## src/rtl/key_conditioner.sv

```systemverilog
// Multi-channel push-button / switch front-end: polarity fix, synchroniser,
// debounce FSM and registered level / press / release / long-press outputs.
module key_conditioner #(
  parameter int CHANNELS        = 2,
  parameter int ACTIVE_LOW      = 1,
  parameter int SYNC_STAGES     = 2,
  parameter int DEBOUNCE_CYCLES = 500000,
  parameter int LONG_CYCLES     = 50000000
) (
  input  logic                clk_50,
  input  logic                reset_50,
  input  logic [CHANNELS-1:0] raw,
  output logic [CHANNELS-1:0] level,
  output logic [CHANNELS-1:0] pressed,
  output logic [CHANNELS-1:0] released,
  output logic [CHANNELS-1:0] long_press
);

  localparam int DB_W   = $clog2(DEBOUNCE_CYCLES + 1);
  localparam int HOLD_W = (LONG_CYCLES > 0) ? $clog2(LONG_CYCLES + 1) : 1;
  localparam logic [DB_W-1:0]     DB_LAST  = DB_W'(DEBOUNCE_CYCLES - 1);
  localparam logic [HOLD_W-1:0]   HOLD_MAX = HOLD_W'(LONG_CYCLES);
  localparam logic [CHANNELS-1:0] POLARITY = (ACTIVE_LOW != 0) ? '1 : '0;

  // Bit 1 of the encoding is the debounced level, which the output logic relies on.
  typedef enum logic [1:0] {
    ST_UP      = 2'b00,
    ST_DB_DOWN = 2'b01,
    ST_DOWN    = 2'b10,
    ST_DB_UP   = 2'b11
  } state_e;

  logic [CHANNELS-1:0][SYNC_STAGES-1:0] sync_q, sync_d;
  logic [CHANNELS-1:0]                  s_in;
  logic [CHANNELS-1:0]                  s;

  state_e            state_q  [CHANNELS];
  state_e            state_d  [CHANNELS];
  logic [DB_W-1:0]   db_cnt_q [CHANNELS];
  logic [DB_W-1:0]   db_cnt_d [CHANNELS];
  logic [HOLD_W-1:0] hold_q   [CHANNELS];
  logic [HOLD_W-1:0] hold_d   [CHANNELS];

  logic [CHANNELS-1:0] level_q, level_d;
  logic [CHANNELS-1:0] pressed_q, pressed_d;
  logic [CHANNELS-1:0] released_q, released_d;
  logic [CHANNELS-1:0] long_press_q, long_press_d;

  assign s_in = raw ^ POLARITY;

  always_comb begin
    sync_d = sync_q;
    s      = '0;
    for (int c = 0; c < CHANNELS; c++) begin
      sync_d[c] = {sync_q[c][SYNC_STAGES-2:0], s_in[c]};
      s[c]      = sync_q[c][SYNC_STAGES-1];
    end
  end

  // State register
  always_ff @(posedge clk_50) begin
    if (reset_50) begin
      sync_q       <= '0;
      level_q      <= '0;
      pressed_q    <= '0;
      released_q   <= '0;
      long_press_q <= '0;
      for (int c = 0; c < CHANNELS; c++) begin
        state_q[c]  <= ST_UP;
        db_cnt_q[c] <= '0;
        hold_q[c]   <= '0;
      end
    end else begin
      sync_q       <= sync_d;
      level_q      <= level_d;
      pressed_q    <= pressed_d;
      released_q   <= released_d;
      long_press_q <= long_press_d;
      for (int c = 0; c < CHANNELS; c++) begin
        state_q[c]  <= state_d[c];
        db_cnt_q[c] <= db_cnt_d[c];
        hold_q[c]   <= hold_d[c];
      end
    end
  end

  // Next-state logic; DEBOUNCE_CYCLES == 1 skips the DB_* states entirely.
  always_comb begin
    for (int c = 0; c < CHANNELS; c++) begin
      state_d[c]  = state_q[c];
      db_cnt_d[c] = db_cnt_q[c];
      case (state_q[c])
        ST_UP: begin
          if (s[c]) begin
            if (DEBOUNCE_CYCLES == 1) begin
              state_d[c] = ST_DOWN;
            end else begin
              state_d[c]  = ST_DB_DOWN;
              db_cnt_d[c] = DB_W'(1);
            end
          end
        end
        ST_DB_DOWN: begin
          if (!s[c]) begin
            state_d[c]  = ST_UP;
            db_cnt_d[c] = '0;
          end else if (db_cnt_q[c] >= DB_LAST) begin
            state_d[c]  = ST_DOWN;
            db_cnt_d[c] = '0;
          end else begin
            db_cnt_d[c] = db_cnt_q[c] + 1'b1;
          end
        end
        ST_DOWN: begin
          if (!s[c]) begin
            if (DEBOUNCE_CYCLES == 1) begin
              state_d[c] = ST_UP;
            end else begin
              state_d[c]  = ST_DB_UP;
              db_cnt_d[c] = DB_W'(1);
            end
          end
        end
        ST_DB_UP: begin
          if (s[c]) begin
            state_d[c]  = ST_DOWN;
            db_cnt_d[c] = '0;
          end else if (db_cnt_q[c] >= DB_LAST) begin
            state_d[c]  = ST_UP;
            db_cnt_d[c] = '0;
          end else begin
            db_cnt_d[c] = db_cnt_q[c] + 1'b1;
          end
        end
        default: begin
          state_d[c]  = ST_UP;
          db_cnt_d[c] = '0;
        end
      endcase

      // Hold count starts at 0 on acceptance, runs through DB_UP, saturates.
      if (!state_d[c][1] || !state_q[c][1]) begin
        hold_d[c] = '0;
      end else if (hold_q[c] == HOLD_MAX) begin
        hold_d[c] = hold_q[c];
      end else begin
        hold_d[c] = hold_q[c] + 1'b1;
      end
    end
  end

  // Output logic: pulses are level transitions of the next state.
  always_comb begin
    level_d      = '0;
    pressed_d    = '0;
    released_d   = '0;
    long_press_d = '0;
    for (int c = 0; c < CHANNELS; c++) begin
      level_d[c]      = state_d[c][1];
      pressed_d[c]    = state_d[c][1] && !state_q[c][1];
      released_d[c]   = !state_d[c][1] && state_q[c][1];
      long_press_d[c] = (LONG_CYCLES > 0) && state_d[c][1] &&
                        (hold_d[c] == HOLD_MAX) && (hold_q[c] != HOLD_MAX);
    end
  end

  assign level      = level_q;
  assign pressed    = pressed_q;
  assign released   = released_q;
  assign long_press = long_press_q;

endmodule

```

## config.mk

```make
export PLATFORM = sky130hd
export DESIGN_NAME = key_conditioner
export DESIGN_NICKNAME = d
export VERILOG_FILES = /design/src/rtl/key_conditioner.sv
export SDC_FILE = /design/constraint.sdc
export NUM_CORES = 1
export LEC_CHECK = 0
export ABC_AREA = 1
export CAP_MARGIN = 30
export CORE_MARGIN = 4
export CORE_UTILIZATION = 53
export CTS_BUF_LIST = sky130_fd_sc_hd__clkbuf_4 sky130_fd_sc_hd__clkbuf_8
export CTS_CLUSTER_SIZE = 28
export DETAILED_ROUTE_END_ITERATION = 10
export PLACE_DENSITY = 0.82
export SETUP_SLACK_MARGIN = 0.1
export SYNTH_ARGS = -nofsm -noshare
export SYNTH_HDL_FRONTEND = slang
export SYNTH_SLANG_ARGS = --single-unit
```

## constraint.sdc

```tcl
create_clock -name clk_50 -period 1.6 [get_ports clk_50]
set_clock_uncertainty 0.05 [all_clocks]
set_input_delay 0.16 -clock clk_50 [delete_from_list [all_inputs] [get_ports clk_50]]
set_output_delay 0.16 -clock clk_50 [all_outputs]
set_load 0.01 [all_outputs]
```

# After elaboration in Yosys (flattened, before gate mapping)
# Memories as Yosys holds them, arrays and structs flattened.
# Cells that the tools add are included.
dict set report classes {
  add_sub_neg 4
  n_mul 0
  n_div 0
  n_lt_le_gt_ge 2
  n_eq_ne 12
  shifts 0
  muxes 39
  bitwise 7
  n_reduce_logical 16
}
# operator n
set ops {}
lappend ops {{2-to-1 mux 19 bit} 12}
lappend ops {{2-to-1 mux 26 bit} 6}
lappend ops {{case mux 19 bit (4 select lines)} 2}
lappend ops {{equality test 26 bit (second input constant)} 4}
lappend ops {{adder 26 x 1 -> 26 bit (second input constant)} 2}
lappend ops {{!= test 26 bit (second input constant)} 2}
lappend ops {{adder 19 x 1 -> 19 bit (second input constant)} 2}
lappend ops {{>= comparator 19 bit (second input constant)} 2}
lappend ops {{2-to-1 mux 2 bit} 14}
lappend ops {{case mux 2 bit (4 select lines)} 2}
lappend ops {{equality test 2 bit (second input constant)} 4}
lappend ops {{logical AND 1 bit} 8}
lappend ops {{OR 1 bit} 6}
lappend ops {{equality test 2 x 1 -> 1 bit (second input constant)} 2}
lappend ops {{zero test 1 bit} 4}
lappend ops {{zero test 2 bit} 2}
lappend ops {{2-to-1 mux 1 bit} 3}
lappend ops {{logical OR 1 bit} 2}
lappend ops {{NOT 2 bit} 1}
dict set report word_totals {
  reg_bits 12
  latchBits 0
  ram_bits 94
  mem_bits_ro 0
  inputBits 4
  output_inout_bits 8
  wordCells 89
  mem_count 3
}
# name words word_bits read_ports rd_clocked_by_memory_dff wr line
set memory_table {}
lappend memory_table {hold_q 2 26 2 0 2 41} ;# logic [HOLD_W-1:0] hold_q [CHANNELS];
lappend memory_table {db_cnt_q 2 19 2 0 2 39} ;# logic [DB_W-1:0] db_cnt_q [CHANNELS];
lappend memory_table {state_q 2 2 2 0 2 37} ;# state_e state_q [CHANNELS];

# Logic depth before layout (Yosys ltp)
dict set report logic_depth {
  depth_word 10
  ltp_mapped 14
  ltp_nobuf 14
}

# Least setup slack after synthesis
# Ideal clock, no wire load.
dict set report synth_timing {
  path_type {reg2reg}
  from {mem db_cnt_q[0][19] (netlist bit)}
  to {mem hold_q[0][46] (netlist bit)}
  setup_ns 0.119
  t_arrival_ns 1.562
  t_required_ns 1.431
  slack_ns -0.131
  path_stages_with_launch 13
  cell_sequence {dfxtp_1 -> ha_1 -> nand2_1 -> inv_1 -> nand2_1 -> nor2_1 -> nand3_1 -> nand3_2 -> nand3_4 -> nand2_1 -> buf_2 -> buf_6 -> nor2_1}
}
# item line
set synth_lines {}
lappend synth_lines {{from (decl)} 39}
lappend synth_lines {{to (decl)} 41}

==> metrics.cfg <==
[floorplan]
die_w_um=115
fp.coreArea_um2=11000
die_y_um=115
num_rows=38
dieArea_um2=13100
initial_core_util_pct=54.8
io_pins=12

[final_layout]
fillers=481
final_cells=1298
drive_above_1_share_pct=46.7
stdcell_area_um2=9560
final_cell_mix=buf_4 (192), nand2_1 (184), nor2_1 (121)
layout_commonest_cell=buf_4
nets=1163
synthToLayoutAreaGrowth_pct=58.9
diodes=0

[cts]
cts_sinks=104
ctsHtreeMaxLevel=3
path_clk_slew_ns=0.12
ctsRootBufferMaster=clkbuf_8
cts_tree=done
cts_made_buffers=9
cts_buffer_depth=2
ctsHoldBuffers=0
worst_skew_pair.late_latency_ns=0.41

[worst_setup_path]
worstPathArrival_ns=2.64
cp_top_family=simple AND/OR/NAND/NOR gates
worstPathMaxFanout=3
cp-start-kind=flip-flop
worstPathCellList=buf_4 > nand2_1 > nor2_1 > nand2_1 > nor3_2 > xor2_1 > nand3_4 > nand2_1 > nor2_1 > nand2_1 > nor2_1
cp_num_buf_inv=1
worstSetupEndpointType=flip-flop
worst_path_most_repeated_cell=nand2_1
slowest_delay_ns=0.53
cp_data_required_time_ns=1.87
crit_path_top_delay_cell=xor2_1
criticalPathCategory=reg -> reg

[grt]
grt_pass1_vias=7117
grt_max_degree=25
grt_usage_pct=30.1
grt_pass1_wl_mm=31.8
overflow=0
antenna_found_initial=1

[routing]
first_iter_violations=1635
ant_nets=0
drc=2
dr.pass1.iters=11
avgRoutedWirePerCell_um=23.4
vias_per_cell=6.52
dr_total_vias=8468
wl_mm=30.4

[placed_design]
postPlaceCellArea_um2=7690
dp_hpwl_mm=12.0
numPortBuffers=11
finalWeightedCongestion=0.960
place_inst=1238

[run_status]
violations=design-rule violations, negative setup slack
status=finished, violations left

[timing]
min_period_ns=2.37
finalWorstSetupSlack_ns=-0.765
max_freq_mhz=423
fin_crit_sh_pct=148
worstMarginPinSlew_ns=0.601
rsz0062_at_grt=true
finalHoldViolations=0
tns_ns=-36.17
slew_viol_final=0
setup_viol=100
relSlewSlack_pct=59.8

[power_and_ir_drop]
irDropWorstVdd_mv=0.841
fin_total_pwr_mw=4.71
power_density_nw_per_um2=493
p_leak_nw=3.88

[synthesis]
synth_cell_types=46
async_reset_ff_share_pct=0
syn_area_um2=6010
synth_cells=927
synth-edff-count=0
seq_area_frac_synth_pct=34.6
synth-main-ff-cell=dfxtp_1
synth-seq-cells=104
ys_warn_count=0
syn_avg_cell_area_um2=6.49
synth_nets=937

[run]
maxCapViolCount=0

[hold_path]
hold_path_class=in -> reg

## metal layers
metal,track usage (%),vias up,wire length (µm)
li1,-,3379,-
met5,0,-,7
met2,53.5,899,13500
met1,32.4,3762,9260
met4,17.8,2,3760
met3,6.61,426,3880
## final timing paths
check,start,endpoint,slack (ns),cells after the start
min reg2reg,sync_d[3],s[1],0.39,2
max reg2reg,hold_q[0][42],long_press[1],-0.77,11
max,hold_q[0][42],long_press[1],-0.77,11
min,reset_50,hold_q[0][18],0.04,2
## final cells by class
class                           instances  area (µm²)  share of cell area, %
Multi-Input combinational cell        691        4530                   47.4
Sequential cell                       104        2150                   22.5
Timing Repair Buffer                  234        2020                   21.1
Inverter                              113         449                   4.70
Tap cell                              140         175                   1.83
Clock buffer                           11         145                   1.52
Clock inverter                          5        80.1                  0.838
## cell usage after synthesis (5+ instances only)
| cell type | instances | share of area (%) |
|---|---|---|
| nor2_1 | 188 | 12 |
| nor2_4 | 6 | 1.1 |
| ha_1 | 6 | 1.2 |
| clkbuf_1 | 8 | 0.50 |
| nor3_1 | 16 | 1.3 |
| a21oi_1 | 42 | 3.5 |
| o21ai_0 | 17 | 1.4 |
| nand2_1 | 228 | 14 |
| nand3_1 | 65 | 5.4 |
| or2_2 | 5 | 0.52 |
| buf_4 | 6 | 0.75 |
| nand4_1 | 20 | 2.1 |
| xnor2_1 | 8 | 1.2 |
| xor2_1 | 31 | 4.5 |
| dfxtp_1 | 104 | 35 |
| inv_1 | 109 | 6.8 |
| nor2_2 | 12 | 1.2 |
| nor3_2 | 5 | 0.83 |
| o21bai_1 | 5 | 0.62 |
## stage by stage
| stage | util, % | setup slack, ns | hold WS (ns) |
|---|---|---|---|
| after floorplan | - | -0.0480 | 0.182 |
| after global placement | 70.1 | -0.211 | 0.352 |
| after detailed placement | 70.1 | -0.228 | 0.351 |
| after CTS | 77.4 | -0.183 | 0.00722 |
| after global routing | 87.0 | -0.746 | 0.0359 |
| final | 87.0 | -0.765 | 0.0376 |
## report_power, final
group / switching [mW] / total (mW) / internal [mW]
logic: 0.114 / 0.168 / 0.0540
registers: 0.0121 / 2.59 / 2.58
clock network: 1.01 / 1.95 / 0.939
total: 1.14 / 4.71 / 3.58
## state kept, by name, indices dropped and copies added, names as in the netlist
signal      flops
level           2
state_q         2
hold_q         52
released        2
db_cnt_q       38
s               2
long_press      2
pressed         2
sync_d          2
## worst reg2reg max path, stage by stage, from the launching register on
cell and delay (ns):
dfxtp_1 0.38, buf_4 0.15, nand2_1 0.07, nor2_1 0.26
nand2_1 0.13, nor3_2 0.23, xor2_1 0.53, nand3_4 0.16
nand2_1 0.11, nor2_1 0.05, nand2_1 0.09, nor2_1 0.05
## cells by family after synthesis
family          share of synthesized area (%)
simple gates                             41.8
buf+inv                                  9.07
compound gates                           7.59
flops                                    34.6
xor+xnor                                 5.68
fa+ha+maj                                1.25
## what timing repair did
item	4_1_cts	5_1_grt
cloned	1	4
endpoints found under the setup margin	104	102
buffers inserted	18	24
pin swaps	48	83
resized for setup	125	210
(Power assumes the default switching activity.)
